===== src/rtl/ir_pkg.sv =====
// Shared types and default timing windows for the NEC IR receive path.
// One tick is 281.25 us; all windows are inclusive.
package ir_pkg;

    typedef enum logic [2:0] {
        S_IDLE,
        S_LEAD_MARK,
        S_LEAD_SPACE,
        S_BIT_MARK,
        S_BIT_SPACE
    } ir_state_t;

    localparam int unsigned NEC_BITS = 32;

    localparam int unsigned DEF_LEAD_MARK_MIN  = 28;
    localparam int unsigned DEF_LEAD_MARK_MAX  = 36;
    localparam int unsigned DEF_LEAD_SPACE_MIN = 14;
    localparam int unsigned DEF_LEAD_SPACE_MAX = 18;
    localparam int unsigned DEF_BIT_MARK_MIN   = 1;
    localparam int unsigned DEF_BIT_MARK_MAX   = 3;
    localparam int unsigned DEF_ZERO_MIN       = 1;
    localparam int unsigned DEF_ZERO_MAX       = 3;
    localparam int unsigned DEF_ONE_MIN        = 5;
    localparam int unsigned DEF_ONE_MAX        = 7;
    localparam int unsigned DEF_TIMEOUT        = 40;

    function automatic logic in_window(
        input int unsigned v,
        input int unsigned lo,
        input int unsigned hi
    );
        return (v >= lo) && (v <= hi);
    endfunction

endpackage


===== src/rtl/ir_edge_detect.sv =====
// Registers the synchronized IR level and flags rising/falling edges
// in the cycle where the new level first appears.
module ir_edge_detect (
    input  logic i_clk,
    input  logic i_reset,
    input  logic i_ir,
    output logic o_rise,
    output logic o_fall
);

    logic ir_q;

    always_ff @(posedge i_clk or posedge i_reset) begin
        if (i_reset) begin
            ir_q <= 1'b0;
        end else begin
            ir_q <= i_ir;
        end
    end

    assign o_rise = i_ir & ~ir_q;
    assign o_fall = ~i_ir & ir_q;

endmodule


===== src/rtl/ir_nec_decoder.sv =====
// NEC frame decoder: classifies mark/space widths from the tick counter
// and assembles 32-bit LSB-first frames into address/command pairs.
module ir_nec_decoder
    import ir_pkg::*;
#(
    parameter int unsigned N              = 6,
    parameter int unsigned LEAD_MARK_MIN  = DEF_LEAD_MARK_MIN,
    parameter int unsigned LEAD_MARK_MAX  = DEF_LEAD_MARK_MAX,
    parameter int unsigned LEAD_SPACE_MIN = DEF_LEAD_SPACE_MIN,
    parameter int unsigned LEAD_SPACE_MAX = DEF_LEAD_SPACE_MAX,
    parameter int unsigned BIT_MARK_MIN   = DEF_BIT_MARK_MIN,
    parameter int unsigned BIT_MARK_MAX   = DEF_BIT_MARK_MAX,
    parameter int unsigned ZERO_MIN       = DEF_ZERO_MIN,
    parameter int unsigned ZERO_MAX       = DEF_ZERO_MAX,
    parameter int unsigned ONE_MIN        = DEF_ONE_MIN,
    parameter int unsigned ONE_MAX        = DEF_ONE_MAX,
    parameter int unsigned TIMEOUT        = DEF_TIMEOUT
) (
    input  logic         i_clk,
    input  logic         i_reset,
    input  logic         i_ir,
    input  logic [N-1:0] i_count,
    output logic         o_count_clear,
    output logic [7:0]   o_addr,
    output logic [7:0]   o_cmd,
    output logic         o_valid,
    output logic         o_error
);

    ir_state_t   state;
    logic [31:0] sr;
    logic [5:0]  bit_cnt;
    logic [31:0] width;
    logic        rise;
    logic        fall;
    logic        edge_seen;
    logic        lead_mark_ok;
    logic        lead_space_ok;
    logic        bit_mark_ok;
    logic        zero_ok;
    logic        one_ok;
    logic        frame_ok;
    logic        timeout;

    ir_edge_detect u_edge (
        .i_clk   (i_clk),
        .i_reset (i_reset),
        .i_ir    (i_ir),
        .o_rise  (rise),
        .o_fall  (fall)
    );

    assign edge_seen = rise | fall;
    assign width     = 32'(i_count);

    assign lead_mark_ok  = in_window(width, LEAD_MARK_MIN, LEAD_MARK_MAX);
    assign lead_space_ok = in_window(width, LEAD_SPACE_MIN, LEAD_SPACE_MAX);
    assign bit_mark_ok   = in_window(width, BIT_MARK_MIN, BIT_MARK_MAX);
    assign zero_ok       = in_window(width, ZERO_MIN, ZERO_MAX);
    assign one_ok        = in_window(width, ONE_MIN, ONE_MAX);

    assign frame_ok = (sr[15:8] == ~sr[7:0]) && (sr[31:24] == ~sr[23:16]);

    // A level change always takes priority over a stale count.
    assign timeout = (state != S_IDLE) && !edge_seen && (width >= TIMEOUT);

    always_ff @(posedge i_clk or posedge i_reset) begin
        if (i_reset) begin
            state         <= S_IDLE;
            sr            <= '0;
            bit_cnt       <= '0;
            o_addr        <= '0;
            o_cmd         <= '0;
            o_count_clear <= 1'b0;
            o_valid       <= 1'b0;
            o_error       <= 1'b0;
        end else begin
            o_count_clear <= edge_seen;
            o_valid       <= 1'b0;
            o_error       <= 1'b0;
            if (timeout) begin
                state   <= S_IDLE;
                o_error <= 1'b1;
            end else if (edge_seen) begin
                unique case (state)
                    S_IDLE: begin
                        if (rise) state <= S_LEAD_MARK;
                    end
                    S_LEAD_MARK: begin
                        if (fall && lead_mark_ok) begin
                            state <= S_LEAD_SPACE;
                        end else begin
                            state   <= S_IDLE;
                            o_error <= 1'b1;
                        end
                    end
                    S_LEAD_SPACE: begin
                        if (rise && lead_space_ok) begin
                            state   <= S_BIT_MARK;
                            bit_cnt <= '0;
                        end else begin
                            state   <= S_IDLE;
                            o_error <= 1'b1;
                        end
                    end
                    S_BIT_MARK: begin
                        if (fall && bit_mark_ok) begin
                            if (bit_cnt == 6'(NEC_BITS)) begin
                                state <= S_IDLE;
                                if (frame_ok) begin
                                    o_addr  <= sr[7:0];
                                    o_cmd   <= sr[23:16];
                                    o_valid <= 1'b1;
                                end else begin
                                    o_error <= 1'b1;
                                end
                            end else begin
                                state <= S_BIT_SPACE;
                            end
                        end else begin
                            state   <= S_IDLE;
                            o_error <= 1'b1;
                        end
                    end
                    S_BIT_SPACE: begin
                        if (rise && (zero_ok || one_ok)) begin
                            sr      <= {one_ok, sr[31:1]};
                            bit_cnt <= bit_cnt + 6'd1;
                            state   <= S_BIT_MARK;
                        end else begin
                            state   <= S_IDLE;
                            o_error <= 1'b1;
                        end
                    end
                    default: state <= S_IDLE;
                endcase
            end
        end
    end

endmodule


===== config.mk =====
export PLATFORM = sky130hd
export DESIGN_NAME = ir_nec_decoder
export DESIGN_NICKNAME = d
export VERILOG_FILES = /design/src/rtl/ir_pkg.sv /design/src/rtl/ir_edge_detect.sv /design/src/rtl/ir_nec_decoder.sv
export SDC_FILE = /design/constraint.sdc
export NUM_CORES = 1
export LEC_CHECK = 0
export BUFFER_PORTS_ARGS = -buffer_cell sky130_fd_sc_hd__buf_2
export CORE_ASPECT_RATIO = 1.25
export CORE_MARGIN = 5
export CORE_UTILIZATION = 40
export CTS_CLUSTER_DIAMETER = 80
export DETAILED_ROUTE_END_ITERATION = 6
export PLACE_DENSITY_LB_ADDON = 0.12
export SLEW_MARGIN = 20
export SYNTH_ARGS = -nofsm -noshare
export SYNTH_HDL_FRONTEND = slang
export SYNTH_SLANG_ARGS = --single-unit

===== constraint.sdc =====
create_clock -name i_clk -period 2.7 [get_ports i_clk]
set_input_delay 0.54 -clock i_clk [delete_from_list [all_inputs] [get_ports i_clk]]
set_output_delay 0.54 -clock i_clk [all_outputs]
set_load 0.01 [all_outputs]

==> impl_metrics.toml <==
[global_routing]
grt_use_met1_pct = 16.58
busiest_layer = "met2"
grt_pass1_wl_um = 9170
grt_pass1_vias = 1833
grt_remaining_overflow = 0
grt_antenna_before_repair = 0
grtUsageMet2_pct = 20.44
use_met3_pct = 4.041
grt_max_degree = 39
track_usage_pct = 13.22

[cts]
numCtsBuffers = 9
htree_num_levels = 3
cts.sink_count = 61
clk_pin_slew_ns = 0.07
ctsRootBufferMaster = "clkbuf_8"
cts_resized = 0
clkLatencyLatePin_ns = 0.33
hold_buffers = 0
tritoncts = "built"
cts_buffer_depth = 2
post-cts-setup-buffer-count = 0

[power_and_ir_drop]
p_int_mw = 1.482
sw_frac_of_total_pct = 20.83
max-vdd-ir-drop_mv = 0.3051
p_switching_mw = 0.3898
leakage_nw = 1.610
power_frac_seq_pct = 49.3
powerDensity_nw_per_um2 = 565.3
p_clk_share_pct = 46.9
combPwrFrac_pct = 3.7

[sta]
hold_violations = 0
period_needed_ns = 2.348
worst_pin_slew_ns = 0.5706
skew_ns = 0.008039
finalSetupTns_ns = 0
maxSlewHeadroom_pct = 61.90
period_share_pct = 86.95
fmax_ghz = 0.4260
rsz0062_at_grt = "no"
setup_viol = 0
setup_ws_ns = 0.3524
final_max_slew_viol_count = 0

[routing]
drt-total-wl_um = 5235
first_pass_iters = 3
drtIter0Drc = 53
routed_via_density = 5.032
drt_drc_violations_left = 0
wl_per_cell_um = 15.13
via_count = 1741
ant_nets = 0

[run]
drv_cap = 0

[floorplanning]
io_pins = 28
core_um2 = 6977
die_area_um2 = 8935
die_x_um = 85.55
fp.dieH_um = 104.4
initial_utilization_pct = 40.91
rows = 34

[critical_path]
worst-path-max-fanout = 16
crit_type = "register to register"
worstPathArrival_ns = 2.55
rr_worst_depth = 7
critPathLaunchType = "register"
ff2ff_setup_slack_ns = 0.35
r2r_end = "o_addr[6]$_DFFE_PP0P_"
r2r_start = "bit_cnt[0]$_DFFE_PP0P_"
crit_path_end_kind = "register"
path_delay_family = "simple AND/OR/NAND/NOR gates"
crit_path_end = "o_addr[6]$_DFFE_PP0P_"
cp-startpoint = "bit_cnt[0]$_DFFE_PP0P_"
max_stage_delay_ns = 0.50
slowest_stage = "or4_1"
path_buf_inv = 2
required_ns = 2.91
crit_chain = "inv_1, ha_1, nor4b_1, nand3_1, or4_1, buf_4, mux2_4"
crit_cells = 7

[logic_synthesis]
synth-compound-area-share_pct = 6.181
synth_top_family_by_area = "multiplexers"
netlist_instances = 219
synth_nets = 232
yosys.area_share.adder_pct = 1.754
ys_warn_count = 0
synth_seq_area_share_pct = 53.49
synth_xor_xnor_area_share_pct = 4.910
synthMuxAreaShare_pct = 20.25
synth_area_per_cell_um2 = 13.03
async_flop_share_pct = 100.0
synthSimpleGateAreaFrac_pct = 9.557
yosys_register_bits = 61
synth-edff-count = 0
netlist_area_um2 = 2854
yosysUniqueCellTypes = 43
synthFlopType = "dfrtp_1"

[place]
post-place-ws_ns = 0.2913
routabilityCongestion = 0.7593
post-dp-hpwl_um = 3610
port_buffers = 27
dp.cells = 331

[final_layout]
area_delta_synth_final_pct = 16.00
num_antenna_cells = 0
mostFrequentLayoutCells = "dfrtp_1, mux2_2, buf_2"
final_common_cell = "dfrtp_1"
nFillCells = 663
final_util_pct = 47.45
drive_above_1_share_pct = 39.45
final_nets = 265
multi_input_area_um2 = 1226
final_cells = 346
register_area_um2 = 1526

[status]
status = "finished clean"

[min_path]
worstHoldPathType = "primary input to async pin"
[sequential cells by signal, indices dropped and copies added (netlist names)]
name / cells
bit_cnt: 6
o_addr: 8
o_cmd: 8
o_count_clear: 1
o_error: 1
o_valid: 1
sr: 32
state: 3
u_edge.ir_q: 1
[through the flow]
stage | instance area (µm²) | hold WS [ns] | power [mW]
finish | 3311 | 0.2695 | 1.872
global route | 3311 | 0.3263 | 1.953
CTS | 3311 | 0.2825 | 1.903
detailed placement | 3097 | 0.4885 | 1.013
global placement | 3097 | 0.4873 | 1.013
floorplan | 2854 | 0.4587 | 0.9818
[worst reg2reg max path, cell delays in order (launching register included)]
cell     delay, ns
dfrtp_1       0.41
inv_1         0.07
ha_1          0.13
nor4b_1       0.38
nand3_1       0.18
or4_1         0.50
buf_4         0.24
mux2_4        0.32
[logic make-up (layout without fill, tap and decap cells)]
kind of cell / Yosys count / count (layout)
buffers and inverters: 19 / 56
multiplexers: 48 / 48
XOR/XNOR: 16 / 16
flip-flops: 61 / 61
AND/OR/NAND/NOR: 43 / 43
AO/OA/AOI/OAI: 28 / 28
adder cells (fa/ha/maj): 4 / 4
[power by group through the flow]
stage	Combinational, mW	Clock (mW)	Sequential, mW
global placement	0.0726	0	0.940
finish	0.0701	0.878	0.923
detailed placement	0.0723	0	0.940
CTS	0.0723	0.908	0.923
global route	0.0804	0.950	0.923
floorplan	0.0438	0	0.938
[cell usage after synthesis, types with 2 or more instances]
master / count / area share, %
nand2_1: 7 / 0.92
nor2b_1: 2 / 0.44
buf_2: 3 / 0.53
and3_1: 3 / 0.66
dfrtp_1: 61 / 53
inv_1: 8 / 1.1
o21ai_0: 9 / 1.6
nor4_1: 7 / 1.5
ha_1: 4 / 1.8
buf_4: 3 / 0.79
mux2_4: 10 / 5.3
nand3_1: 4 / 0.70
a31oi_1: 6 / 1.3
a21oi_1: 2 / 0.35
o21ai_1: 2 / 0.35
clkbuf_1: 2 / 0.26
xnor2_1: 16 / 4.9
mux2_2: 38 / 15
nor2_1: 5 / 0.66
nand4_1: 3 / 0.66
a211oi_1: 2 / 0.53
[metal layers]
layer / share of wire (%) / up-vias
li1: - / 856
met3: 3.3 / 6
met1: 46 / 859
met2: 49 / 20
met4: 1.5 / 0
met5: 0 / -
[worst min-delay path by stage]
stage                                   to  slack (ns)
floorplan           bit_cnt[5]$_DFFE_PP0P_        0.46
global placement      o_cmd[0]$_DFFE_PP0P_        0.49
finish                state[0]$_DFFE_PP0P_        0.27
detailed placement   o_addr[7]$_DFFE_PP0P_        0.49
global route        bit_cnt[2]$_DFFE_PP0P_        0.33
CTS                 bit_cnt[1]$_DFFE_PP0P_        0.28
[area by class of cell]
cell class | instances | area share (%)
clock buffer | 11 | 4.271
clock inverter | 4 | 2.192
inverter | 9 | 1.020
multi-input combinational | 139 | 37.04
sequential | 61 | 46.11
tap | 90 | 3.401
timing repair buffer | 32 | 5.971
Power figures use the tool's default switching activity.
